--- src/rtl/add_seq_pkg.sv ---
// add_seq_pkg: shared FSM state type and byte width for the byte-serial add/sub controller
package add_seq_pkg;
    localparam int BYTE_W = 8;
    typedef enum logic [1:0] {IDLE, BUSY, DONE} state_t;
endpackage

--- src/rtl/add8_slice.sv ---
// add8_slice: combinational 8-bit adder slice (a, b, cin -> sum, cout), no operand inversion
module add8_slice (
    input  logic [7:0] a,
    input  logic [7:0] b,
    input  logic       cin,
    output logic [7:0] sum,
    output logic       cout
);
    assign {cout, sum} = {1'b0, a} + {1'b0, b} + {8'b0, cin};
endmodule

--- src/rtl/add_seq_ctrl.sv ---
// add_seq_ctrl: byte-serial WIDTH-bit add/sub with valid/ready handshake (in_valid/in_ready/a/b/sub in, out_valid/out_ready/result/flag_n/z/c/v out); flags built only when ADD_SEQ_FLAGS_EN is defined
module add_seq_ctrl
    import add_seq_pkg::*;
#(
    parameter int WIDTH = 32
) (
    input  logic             clk,
    input  logic             rst,
    input  logic             in_valid,
    output logic             in_ready,
    input  logic [WIDTH-1:0] a,
    input  logic [WIDTH-1:0] b,
    input  logic             sub,
    output logic             out_valid,
    input  logic             out_ready,
    output logic [WIDTH-1:0] result,
    output logic             flag_n,
    output logic             flag_z,
    output logic             flag_c,
    output logic             flag_v
);
    localparam int N  = WIDTH / BYTE_W;
    localparam int KW = $clog2(N);
    state_t          state;
    logic [WIDTH-1:0] a_r, b_r, res_next;
    logic            carry, cout, last;
    logic [KW-1:0]   k;
    logic [7:0]      sum;
    add8_slice u_slice (.a(a_r[7:0]), .b(b_r[7:0]), .cin(carry), .sum(sum), .cout(cout));
    assign in_ready = state == IDLE && !rst;
    assign last     = state == BUSY && k == KW'(N - 1);
    assign res_next = {sum, result[WIDTH-1:BYTE_W]};
    always_ff @(posedge clk) begin
        if (rst) begin
            state     <= IDLE;
            a_r       <= '0;
            b_r       <= '0;
            carry     <= 1'b0;
            k         <= '0;
            result    <= '0;
            out_valid <= 1'b0;
        end else begin
            case (state)
                IDLE: if (in_valid) begin
                    state <= BUSY;
                    a_r   <= a;
                    b_r   <= b ^ {WIDTH{sub}};
                    carry <= sub;
                    k     <= '0;
                end
                BUSY: begin
                    a_r    <= {8'b0, a_r[WIDTH-1:BYTE_W]};
                    b_r    <= {8'b0, b_r[WIDTH-1:BYTE_W]};
                    carry  <= cout;
                    result <= res_next;
                    k      <= k + 1'b1;
                    if (last) begin
                        state     <= DONE;
                        out_valid <= 1'b1;
                    end
                end
                DONE: if (out_ready) begin
                    state     <= IDLE;
                    out_valid <= 1'b0;
                end
                default: state <= IDLE;
            endcase
        end
    end
`ifdef ADD_SEQ_FLAGS_EN
    logic n_r, z_r, c_r, v_r;
    always_ff @(posedge clk) begin
        if (rst) begin
            {n_r, z_r, c_r, v_r} <= 4'b0;
        end else if (last) begin
            n_r <= sum[7];
            z_r <= res_next == '0;
            c_r <= cout;
            v_r <= a_r[7] == b_r[7] && sum[7] != a_r[7];
        end
    end
    assign {flag_n, flag_z, flag_c, flag_v} = {n_r, z_r, c_r, v_r};
`else
    assign {flag_n, flag_z, flag_c, flag_v} = 4'b0;
`endif
endmodule

--- config.mk ---
export PLATFORM = sky130hd
export DESIGN_NAME = add_seq_ctrl
export DESIGN_NICKNAME = d
export VERILOG_FILES = /design/src/rtl/add_seq_pkg.sv /design/src/rtl/add8_slice.sv /design/src/rtl/add_seq_ctrl.sv
export SDC_FILE = /design/constraint.sdc
export NUM_CORES = 1
export LEC_CHECK = 0
export CAP_MARGIN = 25
export CORE_MARGIN = 1.5
export CORE_UTILIZATION = 46
export DETAILED_ROUTE_END_ITERATION = 6
export PLACE_DENSITY = 0.74
export SLEW_MARGIN = 10
export SYNTH_ARGS = -nofsm -noshare
export SYNTH_HDL_FRONTEND = slang
export SYNTH_SLANG_ARGS = --single-unit
--- constraint.sdc ---
create_clock -name clk -period 2.64 [get_ports clk]
set_clock_uncertainty 0.15 [all_clocks]
set_input_delay 0.528 -clock clk [delete_from_list [all_inputs] [get_ports clk]]
set_output_delay 0.528 -clock clk [all_outputs]
set_load 0.01 [all_outputs]
==> results.toml <==
[run_status]
outcome = "finished with violations"
failed_checks = "DRC"

[clock_network]
path_clk_slew_ns = 0.10
cts_root_buffer = "clkbuf_8"
tritoncts = "built"
cts_max_level = 3
numClockSinks = 102
numCtsBuffers = 9
ctsHoldBuffers = 0
post_cts.repair.setup_buffers = 0
ctsLongestPathBuffers = 2
insertion_delay_ns = 0.36
ctsResizeCount = 0

[floorplanning]
chip_width_um = 104
floorplan.die_area_mm2 = 0.0108
initial_utilization_pct = 47.7
core_mm2 = 0.00982
fp-row-count = 36
ioPinCount = 107
die_h_um = 104

[yosys]
synthesis.area_per_instance_um2 = 8.10
synth.ff_latch_count = 102
synth_sequential_area_ratio_pct = 43.6
synthesis.area_mm2 = 0.00468
postSynthCellCount = 578
synth_enable_flop_cells = 0
synth_top_flop_cell = "dfxtp_1"
netlist-cell-type-count = 43
postSynth.asyncResetShare_pct = 0
synthesis.yosys.warnings = 0

[critical_path]
startpoint = "state[0]$_SDFFE_PP0P_"
critical_path_arrival_ns = 1.76
critPathCaptureType = "primary output"
critical_path_destination = "in_ready"
cp_max_fo = 15
r2r-start = "b_r[0]$_SDFFE_PP0P_"
cp-start-kind = "flop"
worst_ep_required_time_ns = 1.96
worst_reg2reg_path_endpoint = "result[30]$_SDFFE_PP0P_"
reg2reg_setup_slack_ns = 0.34
criticalPathCategory = "flop to primary output"
r2r_cells = 7

[cells_and_area]
storage_cell_area_mm2 = 0.00204
num_antenna_cells = 0
number_of_nets_at_the_end_of_the_flow = 736
most-common-layout-cells = "nor2_1, dfxtp_1, clkdlybuf4s50_1"
leading_cell_type_in_the_layout_fill_and_taps_excluded = "nor2_1"
multi_input_area_mm2 = 0.00239
nFillCells = 905
area_growth_syn_to_layout_pct = 27.5
proportion_of_layout_cells_with_a_drive_suffix_above_1_pct = 5.89

[sta]
slew-limit-headroom_pct = 34.1
final.hold.worst_slack_ns = 0.307
report.final.setup_viol = 0
timing.fmax_mhz = 410
final.min_clock_period_ns = 2.44
tightest_slew_ns = 0.985
rsz0062_at_grt = "no"
timing_max_transition_violations_final = 0
final_min_period_over_clock_period_pct = 92.4
hold_viol = 0
fin_tns_setup_ns = 0

[detailed_routing]
route.met2.wl_um = 5250
drt.antenna.violating_nets = 0
wl_met1_um = 4820
initialDrtViolationCount = 246
dr.max_layer_used = "met4"
drt_first_pass_iters = 7
detail_route.vias_per_cell = 5.34
detailroute.via_count = 4246
per_cell_routed_wire_length_um = 13.5
route.met3.wl_um = 529
post-route-drc-count = 2
route.final.wire_length_um = 10700

[grt]
congestion_overflow_gr = 0
grtUsageTotal_pct = 20.3
first_global_vias = 3886
grt_max_degree = 72
antenna_violations_before_repair = 0
grt_first_pass_wirelength_um = 18100

[min_path]
hold_path_class = "flop to flop"

[run]
max_cap_viol_count = 0

[power_and_ir_drop]
leakage_nw = 2.31
cellPowerDensity_mw_per_mm2 = 550
worst_case_vdd_ir_drop_mv = 0.279

[placement]
buffer_ports.inserted = 102
place_congestion = 0.849
post_dp_hpwl_um = 7680
-- logic make-up after synthesis --
| kind of cell | share of synthesized area [%] |
|---|---|
| AOI/OAI and AO/OA | 18.0 |
| xor gates and xnor gates | 5.98 |
| adders and majority gates | 2.99 |
| buffers and inverters | 6.01 |
| DFF | 43.6 |
| muxes | 0.427 |
| other | 0.0801 |
| and+or+nand+nor | 22.9 |
-- through the flow --
step	std cells	instance area [um^2]	utilization (%)	total power, mW	setup slack, ns
after floorplan	581	4700	-	2.08	0.685
after global placement	779	5770	58.7	2.30	0.233
after detailed placement	779	5770	58.7	2.32	0.182
after CTS	795	5970	60.8	3.31	0.207
after global routing	795	5970	60.8	3.44	0.149
final	795	5970	60.8	3.29	0.200
-- registers in the layout, summed over array words and instances, names as in the netlist --
name and count:
a_r 32, k 2, b_r 32, result 32, state 2, out_valid 1
carry 1
-- report_power, final --
part           leakage [nW]  internal, mW  switching (mW)
Clock                0.0980         0.451           0.556
Combinational          1.38         0.292           0.296
Sequential            0.836          1.63          0.0638
-- worst min path at each step --
stage                           startpoint                     end  slack [ns]  cells past startpoint
detailed placement  result[3]$_SDFFE_PP0P_  result[3]$_SDFFE_PP0P_        0.30                      2
finish              result[3]$_SDFFE_PP0P_  result[3]$_SDFFE_PP0P_        0.31                      2
global route        result[0]$_SDFFE_PP0P_  result[0]$_SDFFE_PP0P_        0.34                      2
CTS                 result[3]$_SDFFE_PP0P_  result[3]$_SDFFE_PP0P_        0.31                      2
global placement    result[1]$_SDFFE_PP0P_  result[1]$_SDFFE_PP0P_        0.29                      2
floorplan             a_r[24]$_SDFFE_PP0P_    a_r[24]$_SDFFE_PP0P_        0.32                      2
-- per-layer routing --
metal	global-route usage (%)	up-vias
met2	35.0	125
met4	7.24	0
li1	-	2134
met1	25.7	1975
met5	0	-
met3	3.01	12
-- area by class of cell --
class	instances	area share [%]
Tap cell	133	2.79
Clock buffer	9	2.07
Sequential cell	102	34.2
Multi-Input combinational cell	420	40.1
Inverter	7	0.440
Timing Repair Buffer	117	19.1
Clock inverter	7	1.38
-- worst max-delay path: stages (launching register included) --
cell,delay [ns]
dfxtp_2,0.43
nor3_1,0.35
clkdlybuf4s50_1,0.61
-- Yosys cell counts, types with 3 or more instances --
master | instances | area share (%)
a22oi_1 | 18 | 2.9
nor3_1 | 26 | 2.8
buf_4 | 4 | 0.64
nand3_1 | 3 | 0.32
clkbuf_1 | 26 | 2.1
nand2_1 | 57 | 4.6
nor2b_1 | 27 | 3.6
a222oi_1 | 24 | 5.1
buf_2 | 18 | 1.9
xor2_1 | 32 | 6.0
nor2_1 | 125 | 10
o21ai_0 | 5 | 0.53
ha_1 | 8 | 2.1
o21ai_1 | 4 | 0.43
dfxtp_1 | 102 | 44
buf_6 | 3 | 0.72
inv_1 | 7 | 0.56
a211oi_1 | 3 | 0.48
a21oi_1 | 56 | 6.0
No activity file was read; power rests on OpenSTA's default activity.
